### config.mk
export PLATFORM = sky130hd
export DESIGN_NAME = sfu_accum_flat
export DESIGN_NICKNAME = d
export VERILOG_FILES = /design/src/rtl/sfu_pkg.sv /design/src/rtl/sfu_accum_if.sv /design/src/rtl/psum_sat_relu.sv /design/src/rtl/sfu_accum.sv /design/src/flat_wrapper.sv
export SDC_FILE = /design/constraint.sdc
export NUM_CORES = 1
export LEC_CHECK = 0
export ABC_AREA = 1
export BUFFER_PORTS_ARGS = -buffer_cell sky130_fd_sc_hd__buf_4
export CAP_MARGIN = 20
export CELL_PAD_IN_SITES_DETAIL_PLACEMENT = 0
export CELL_PAD_IN_SITES_GLOBAL_PLACEMENT = 1
export CORE_UTILIZATION = 54
export DETAILED_ROUTE_END_ITERATION = 8
export PLACE_DENSITY_LB_ADDON = 0.1
export SLEW_MARGIN = 20
export SYNTH_ARGS = -nofsm -noshare
export SYNTH_HDL_FRONTEND = slang
export SYNTH_HIERARCHICAL = 1
export SYNTH_SLANG_ARGS = --single-unit
### constraint.sdc
create_clock -name clk -period 6.5 [get_ports clk]
set_input_delay 0.975 -clock clk [delete_from_list [all_inputs] [get_ports clk]]
set_output_delay 0.975 -clock clk [all_outputs]
set_load 0.01 [all_outputs]
### src/rtl/sfu_pkg.sv
// Shared types and arithmetic helpers for the SFU accumulation stage:
// FSM state encoding and signed saturation from accumulator to psum width.
package sfu_pkg;

  localparam int PSUM_BW = 16;
  localparam int ACC_BW  = 20;

  typedef enum logic [1:0] {
    IDLE  = 2'd0,
    ACCUM = 2'd1,
    DRAIN = 2'd2
  } state_t;

  // Values fit when every bit from the psum sign bit upward agrees.
  function automatic logic signed [PSUM_BW-1:0] saturate(input logic signed [ACC_BW-1:0] v);
    logic [ACC_BW-PSUM_BW:0] top;
    top = v[ACC_BW-1:PSUM_BW-1];
    if (top == '0 || top == '1) return v[PSUM_BW-1:0];
    else if (v[ACC_BW-1])       return {1'b1, {(PSUM_BW-1){1'b0}}};
    else                        return {1'b0, {(PSUM_BW-1){1'b1}}};
  endfunction

endpackage

### src/rtl/sfu_accum_if.sv
// Config, psum input stream, result output stream and status of sfu_accum.
interface sfu_accum_if #(
  parameter int psum_bw = 16,
  parameter int pass_bw = 4
);
  logic               cfg_start;
  logic [pass_bw-1:0] cfg_passes;
  logic               cfg_relu;
  logic               in_valid;
  logic               in_ready;
  logic [psum_bw-1:0] in_psum;
  logic               out_valid;
  logic               out_ready;
  logic [psum_bw-1:0] out_data;
  logic               busy;
  logic               done;

  modport master (
    output cfg_start, cfg_passes, cfg_relu, in_valid, in_psum, out_ready,
    input  in_ready, out_valid, out_data, busy, done
  );

  modport slave (
    input  cfg_start, cfg_passes, cfg_relu, in_valid, in_psum, out_ready,
    output in_ready, out_valid, out_data, busy, done
  );
endinterface

### src/rtl/psum_sat_relu.sv
// Drain-path post-processing: saturate the accumulator to psum width, then
// optionally clamp negative results to zero.
module psum_sat_relu
  import sfu_pkg::*;
#(
  parameter int acc_bw  = ACC_BW,
  parameter int psum_bw = PSUM_BW
) (
  input  logic signed [acc_bw-1:0]  in,
  input  logic                      relu,
  output logic signed [psum_bw-1:0] out
);

  logic signed [psum_bw-1:0] sat;

  always_comb begin
    sat = saturate(in);
    out = (relu && sat[psum_bw-1]) ? '0 : sat;
  end

endmodule

### src/rtl/sfu_accum.sv
// Accumulates K passes of column psums into a depth-entry register file, then
// drains saturated (optionally ReLU'd) results in index order.
module sfu_accum
  import sfu_pkg::*;
#(
  parameter int psum_bw = 16,
  parameter int acc_bw  = 20,
  parameter int depth   = 16,
  parameter int addr_bw = 4,
  parameter int pass_bw = 4
) (
  input  logic     clk,
  input  logic     reset_n,
  sfu_accum_if.slave bus
);

  localparam logic [addr_bw-1:0] IDX_LAST = addr_bw'(depth - 1);

  state_t             state_q, state_d;
  logic [addr_bw-1:0] idx_q, idx_d;
  logic [pass_bw-1:0] pass_q, pass_d;
  logic [pass_bw-1:0] k_last_q, k_last_d;
  logic               relu_q, relu_d;
  logic               done_q, done_d;
  logic               wr_en;
  logic               in_hs, out_hs;

  logic signed [acc_bw-1:0]  acc_mem [depth];
  logic signed [acc_bw-1:0]  psum_ext;
  logic signed [psum_bw-1:0] post;

  assign bus.in_ready  = (state_q == ACCUM);
  assign bus.out_valid = (state_q == DRAIN);
  assign bus.busy      = (state_q != IDLE);
  assign bus.done      = done_q;
  assign bus.out_data  = bus.out_valid ? post : '0;

  assign in_hs    = bus.in_valid  && (state_q == ACCUM);
  assign out_hs   = bus.out_ready && (state_q == DRAIN);
  assign psum_ext = {{(acc_bw-psum_bw){bus.in_psum[psum_bw-1]}}, bus.in_psum};

  // NOTE: every signal written here gets a default first, so no path leaves it unassigned and no latch is inferred.
  always_comb begin
    state_d  = state_q;
    idx_d    = idx_q;
    pass_d   = pass_q;
    k_last_d = k_last_q;
    relu_d   = relu_q;
    done_d   = 1'b0;
    wr_en    = 1'b0;
    unique case (state_q)
      IDLE: if (bus.cfg_start) begin
        state_d  = ACCUM;
        idx_d    = '0;
        pass_d   = '0;
        k_last_d = (bus.cfg_passes == '0) ? '0 : bus.cfg_passes - 1'b1;
        relu_d   = bus.cfg_relu;
      end
      ACCUM: if (in_hs) begin
        wr_en = 1'b1;
        idx_d = idx_q + 1'b1;
        if (idx_q == IDX_LAST) begin
          idx_d = '0;
          if (pass_q == k_last_q) state_d = DRAIN;
          else                    pass_d  = pass_q + 1'b1;
        end
      end
      DRAIN: if (out_hs) begin
        idx_d = idx_q + 1'b1;
        if (idx_q == IDX_LAST) begin
          state_d = IDLE;
          idx_d   = '0;
          done_d  = 1'b1;
        end
      end
      default: state_d = IDLE;
    endcase
  end

  // NOTE: sequential state uses non-blocking assignments so every register samples pre-edge values.
  always_ff @(posedge clk or negedge reset_n) begin
    if (!reset_n) begin
      state_q  <= IDLE;
      idx_q    <= '0;
      pass_q   <= '0;
      k_last_q <= '0;
      relu_q   <= 1'b0;
      done_q   <= 1'b0;
    end else begin
      state_q  <= state_d;
      idx_q    <= idx_d;
      pass_q   <= pass_d;
      k_last_q <= k_last_d;
      relu_q   <= relu_d;
      done_q   <= done_d;
    end
  end

  // NOTE: the array is deliberately not reset; the first pass overwrites every entry before it is read.
  always_ff @(posedge clk) begin
    if (wr_en) acc_mem[idx_q] <= (pass_q == '0) ? psum_ext : acc_mem[idx_q] + psum_ext;
  end

  psum_sat_relu #(
    .acc_bw (acc_bw),
    .psum_bw(psum_bw)
  ) u_post (
    .in  (acc_mem[idx_q]),
    .relu(relu_q),
    .out (post)
  );

endmodule

### src/flat_wrapper.sv
// flat-port wrapper written by rule: the top's interface ports become plain ports
module sfu_accum_flat import sfu_pkg::*;
#(
  parameter int psum_bw = 16,
  parameter int acc_bw  = 20,
  parameter int depth   = 16,
  parameter int addr_bw = 4,
  parameter int pass_bw = 4
)
  (clk, reset_n, bus_cfg_start, bus_cfg_passes, bus_cfg_relu, bus_in_valid, bus_in_psum, bus_out_ready, bus_in_ready, bus_out_valid, bus_out_data, bus_busy, bus_done);
  sfu_accum_if #(.psum_bw(psum_bw), .pass_bw(pass_bw)) bus_i ();
  input  logic clk;
  input  logic reset_n;
  input wire logic [$bits(bus_i.cfg_start)-1:0] bus_cfg_start;
  input wire logic [$bits(bus_i.cfg_passes)-1:0] bus_cfg_passes;
  input wire logic [$bits(bus_i.cfg_relu)-1:0] bus_cfg_relu;
  input wire logic [$bits(bus_i.in_valid)-1:0] bus_in_valid;
  input wire logic [$bits(bus_i.in_psum)-1:0] bus_in_psum;
  input wire logic [$bits(bus_i.out_ready)-1:0] bus_out_ready;
  output wire logic [$bits(bus_i.in_ready)-1:0] bus_in_ready;
  output wire logic [$bits(bus_i.out_valid)-1:0] bus_out_valid;
  output wire logic [$bits(bus_i.out_data)-1:0] bus_out_data;
  output wire logic [$bits(bus_i.busy)-1:0] bus_busy;
  output wire logic [$bits(bus_i.done)-1:0] bus_done;
  assign bus_i.cfg_start = bus_cfg_start;
  assign bus_i.cfg_passes = bus_cfg_passes;
  assign bus_i.cfg_relu = bus_cfg_relu;
  assign bus_i.in_valid = bus_in_valid;
  assign bus_i.in_psum = bus_in_psum;
  assign bus_i.out_ready = bus_out_ready;
  assign bus_in_ready = bus_i.in_ready;
  assign bus_out_valid = bus_i.out_valid;
  assign bus_out_data = bus_i.out_data;
  assign bus_busy = bus_i.busy;
  assign bus_done = bus_i.done;
  sfu_accum #(.psum_bw(psum_bw), .acc_bw(acc_bw), .depth(depth), .addr_bw(addr_bw), .pass_bw(pass_bw)) u_core (.clk(clk), .reset_n(reset_n), .bus(bus_i));
endmodule
# Word level (Yosys, flattened, before mapping)
# Memory sizes are Yosys's and may differ from the RTL's.
# Cells that the tools add are included.
# op_classes
addsub,4
n_mul,0
div_mod_pow,0
order_cmp,0
n_eq_ne,12
n_shift,0
n_mux,29
bitwise_logic,0
n_reduce_logical,15
# ops
cell,n
two-way mux 16 bit,4
two-way mux 4 bit,8
adder 20 x 16 -> 20 bit,1
two-way mux 20 bit,1
two-way mux 2 bit,6
one-hot mux 4 bit (3 select lines),1
adder 4 x 1 -> 4 bit (second input constant),2
logical NOT 4 bit,2
!= test 2 bit (second input constant),4
one-hot mux 4 bit (2 select lines),1
two-way mux 1 bit,7
!= test 2 x 1 -> 1 bit (second input constant),3
one-hot mux 2 bit (3 select lines),1
AND reduction 6 bit,1
equality test 5 bit (second input constant),1
logical NOT 5 bit,1
AND reduction 5 bit,1
equality test 4 bit,1
equality test 4 bit (second input constant),1
AND reduction 4 bit,1
nonzero test 2 bit,2
subtractor 4 x 1 -> 4 bit (second input constant),1
logical AND 1 bit,3
nonzero test 3 bit,1
5 further kinds,5
# word_totals
reg_bits,16
latch_bits,0
ramBits,320
rom_bits,0
inputBits,26
out_inout_bits,20
n_memories,1
# mem_list
name,words,word_bits,read_ports,rd_ports_with_merged_regs,write_ports,line,text
u_core.acc_mem,16,20,1,0,1,sfu_accum.sv:28,logic signed [acc_bw-1:0] acc_mem [depth];

# Longest topological paths before layout
# An unclocked memory read counts as a cell.
# depth
word_depth,7
depth_mapped,22
depth_no_buf,18

# Modules after synthesis
# The synthesis kept the hierarchy.
# modules_own_cells
mod,n_inst,cells_each,area_each_um2,seq_area_each_um2
sfu_accum,1,1337,14898.0,10009.6
psum_sat_relu,1,49,242.7,0.0

# Worst setup path before layout
# OpenSTA, ideal clock, no wires.
# synth_path
path_type,register to register
from,reg u_core.idx_q[0]
to,"mem u_core.acc_mem[0][16], data pin"
setup_ns,0.330
arrival_ns,3.233
t_required_ns,6.170
slack_ns,2.937
stages_incl_launch_ff,22
period_less_slack_ns,3.563
path_cell_list,dfrtp_1 > buf_6 > inv_4 > buf_6 > buf_6 > buf_4 > nor2_1 > o22ai_1 > nand2_1 > nand4_1 > ha_1 > inv_1 > fa_1 > inv_1 > nand3_1 > nand2_1 > nand3_1 > nand2_1 > nand3_1 > nand3_1 > nand2_1 > o21ai_0
# synth_via
elab_chain_cells,3
# synth_lines
item,line,text
"start, declared",sfu_accum.sv:20,"logic [addr_bw-1:0] idx_q, idx_d;"
"start signal, assigned",sfu_accum.sv:91,idx_q <= idx_d;
memory (16 x 20 bit),--,
adder 20 x 16 -> 20 bit,sfu_accum.sv:101,if (wr_en) acc_mem[idx_q] <= (pass_q == '0) ? psum_ext : acc_mem[idx_q] + psum_ext;
two-way mux 20 bit,sfu_accum.sv:101,
"end, declared",sfu_accum.sv:28,
# Every way passes these cells.

# Worst setup path in the final report
# layout_path
from,reg u_core.idx_q[0]
to,out bus_out_data[13]
# layout_via
elab_chain_cells,7
word_cells_on_any_way,9
classes_between,eq/ne: 1; mux: 4; reduce/logical: 3; memory: 1
# layout_lines
item,line,text
memory (16 x 20 bit) *,--,
equality test 5 bit or logical NOT 5 bit (tied branches),sfu_pkg.sv:18,if (top == '0 || top == '1) return v[PSUM_BW-1:0];
logical OR 1 bit,sfu_pkg.sv:18,
two-way mux 16 bit *,sfu_pkg.sv:18,
logical AND 1 bit,psum_sat_relu.sv:18,out = (relu && sat[psum_bw-1]) ? '0 : sat;
two-way mux 16 bit *,psum_sat_relu.sv:18,
via u_core.post[13],sfu_accum.sv:30,logic signed [psum_bw-1:0] post;
two-way mux 16 bit *,sfu_accum.sv:36,assign bus.out_data = bus.out_valid ? post : '0;
"end, declared",flat_wrapper.sv:22,output wire logic [$bits(bus_i.out_data)-1:0] bus_out_data;
# The timed path passes the listed nets; every way through them passes the cells marked *.

==> results.toml <==
[outcome]
status = "finished clean"

[synth]
synth_top_family_by_area = "simple AND/OR/NAND/NOR gates"
synth_nets = 1443
synth-edff-count = 320
yosysSeqAreaShare_pct = 66.1
syn_area_per_cell_sq_um = 10.9
yosys-mux-area-fraction_pct = 0.0661
synth-compound-area-share_pct = 10.4
ys_seq_elements = 336
synth-xor-area-share_pct = 0.868
synth-async-reset-ratio_pct = 4.76
syn_inst = 1386
netlist_area_sq_um = 15100
synthAdderAreaFrac_pct = 2.61
synth_ff_type = "edfxtp_1"
ys_types = 40
yosys.area_share.simple_pct = 15.2
ys_warn_count = 6

[sta]
fin_tns_setup_ps = 0
report.final.slew_viol_count = 0
fin_crit_ps = 5010
final-setup-viol-count = 0
fin_crit_sh_pct = 77.1
fmax_mhz = 199
worst_slack_ps = 1490
clock_skew_ps = 20.7
rsz0062_at_grt = "false"
worst_pin_slew_ps = 1120
hold_viol = 0
max_slew_margin_pct = 25.1

[final_layout]
finalNonFillerCells = 1824
fin_nets = 1489
design_area_sq_um = 17000
fill_cells = 2232
drive_gt1_share_pct = 11.6
seq_area_sq_um = 10000
diodes = 0
multi_input_area_sq_um = 4460
areaGrowthSynthToFinish_pct = 12.1

[setup_path]
startpoint_type = "flop"
end_kind = "output pin"
cp_data_required_time_ps = 5520
worstPathArrival_ps = 4040
r2r-end = "u_core/acc_mem[14][18]"
endpoint = "bus_out_data[13]"
worst-path-max-fanout = 101
crit_start = "u_core/idx_q[0]"
crit_type = "flop to output pin"
timing.rr.start = "u_core/idx_q[0]"
rrSetupSlack_ps = 2080
ff2ff_path_depth = 14

[floorplanning]
start_util_pct = 55.6
die_w_microns = 169
die_area_sq_um = 28700
core_region_area_sq_um = 27300
rows = 60
die_height_microns = 169
ios = 46

[placement]
place_inst = 1767
dpl.hpwl_mm = 24.2
gp_congestion = 0.924
place_ws_ps = 2050
port_buffers = 45
place_area_sq_um = 15900

[global_routing]
track_usage_pct = 28.4
antenna_found_initial = 0
grt_pass1_wl_mm = 60.0
grt_max_degree = 165
grt_pass1_vias = 10005
grt_overflow_total = 0

[power_and_ir_drop]
p_per_area_nw_per_um2 = 624
power.total_w = 0.0106
static-leakage-power_nw = 6.34
ir_worst_vdd_mv = 0.322

[job]
drv_cap = 0

[cts]
tritoncts = "yes"
post_cts_buffers = 0
cts_sinks = 336
clkLatencyLatePin_ps = 520
cts_made_buffers = 35
ctsResizeCount = 0
ctsHoldBuffers = 0
clock_tree.root_cell = "clkbuf_16"
clk_pin_slew_worst_paths_ps = 70
cts_buffer_depth = 3
htree_levels = 2

[detailed_routing]
wl_per_cell_microns = 21.9
initialDrtViolationCount = 1196
via_per_inst = 5.81
final_antenna_net_count = 0
vias = 10594
dr.pass1.iters = 5
routed_wl_mm = 40.0
drc_errors = 0

[min_path]
min_path_type = "input pin to asynchronous set/reset pin"
area by class of cell:
cell class	count	share of cell area, %
well taps	372	2.74
clock inverters	19	1.20
clock buffers	38	5.22
inverters	90	2.00
flip-flops and latches	336	59.0
repair buffers	78	3.60
multi-input cells	891	26.2
cells in the mapped netlist (2+ instances only):
| cell | instances | area (sq um) |
|---|---|---|
| nor2_1 | 202 | 758 |
| dfrtp_1 | 16 | 400 |
| and2_1 | 2 | 12.5 |
| nand3_2 | 5 | 50.1 |
| ha_1 | 30 | 375 |
| o21ai_1 | 16 | 80.1 |
| buf_2 | 14 | 70.1 |
| xor2_1 | 5 | 43.8 |
| o21ai_0 | 160 | 801 |
| o22ai_1 | 78 | 488 |
| buf_4 | 12 | 90.1 |
| o21bai_1 | 3 | 22.5 |
| nand2_2 | 4 | 25.0 |
| or2_2 | 2 | 12.5 |
| nand4_1 | 23 | 144 |
| clkbuf_1 | 35 | 131 |
| xnor2_1 | 10 | 87.6 |
| nand3_1 | 62 | 310 |
| a21oi_1 | 23 | 115 |
| inv_2 | 5 | 18.8 |
| inv_1 | 84 | 315 |
| buf_6 | 5 | 56.3 |
| nand2_1 | 254 | 953 |
| edfxtp_1 | 320 | 9610 |
flip-flops by register name, summed over array words and instances (netlist names):
signal and cells:
u_core/relu_q 1, u_core/acc_mem 320, u_core/state_q 2, u_core/idx_q 4, u_core/bus.done 1, u_core/pass_q 4
u_core/k_last_q 4
routing by layer:
layer	vias up	wire (microns)	track usage, %
met3	68	2930	4.38
met2	442	18400	44.8
met1	5120	17700	40.8
li1	4964	-	-
met4	0	1020	9.17
met5	-	0	0
power by group:
group | switching [W] | internal (W) | total [W]
Clock | 0.000797 | 0.00114 | 0.00194
Combinational | 0.00343 | 0.00114 | 0.00457
Sequential | 0.0000964 | 0.00399 | 0.00409
Total | 0.00432 | 0.00628 | 0.0106
cells by family (layout without fill, tap and decap cells):
group           count (synthesis)  count (layout)
compound gates                286             286
xor+xnor                       15              15
fa+ha+maj                      31              31
buf+inv                       159             225
flops                         336             336
mux                             1               1
simple gates                  558             558
placed cells by master, fill, tap and decap left out, drive strengths merged:
| cell type | instances |
|---|---|
| o21bai | 3 |
| a211oi | 1 |
| a21boi | 1 |
| xor2 | 5 |
| inv | 94 |
| and2 | 2 |
| clkinv | 11 |
| mux2i | 1 |
| buf | 78 |
| nand2 | 258 |
| bufinv | 4 |
| edfxtp | 320 |
| nand4 | 23 |
| nor3 | 1 |
| nand3 | 67 |
| a21oi | 23 |
| xnor2 | 10 |
| clkbuf | 38 |
| a21o | 1 |
| o22ai | 79 |
| fa | 1 |
| ha | 30 |
| nor2 | 204 |
| or2 | 3 |
| o31ai | 1 |
| o21ai | 177 |
| dfrtp | 16 |
critical path, stage by stage (launching register included):
cell and delay, ps:
dfrtp_4 510, inv_4 700, buf_4 450, o21ai_0 120, o22ai_1 140, nand2_1 70
nand4_1 350, nand2_1 120, nor2_2 110, nand2_2 70, nand2_2 290, nand2_1 140
a21oi_1 150, nand2_1 60, inv_1 90, buf_4 110
how the worst min path moves through the flow:
stage               slack (ps)                 end
floorplan                  470  u_core/k_last_q[3]
global placement           490  u_core/k_last_q[3]
detailed placement         500  u_core/k_last_q[2]
CTS                        300     u_core/bus.done
global route               320     u_core/bus.done
finish                     310     u_core/bus.done
metrics by stage:
stage	hold slack [ps]	utilization, %
final	315	62.3
after global routing	321	62.3
after CTS	303	62.3
after detailed placement	499	58.3
after global placement	493	58.3
after floorplan	469	-
No activity file was read; power rests on OpenSTA's default activity.
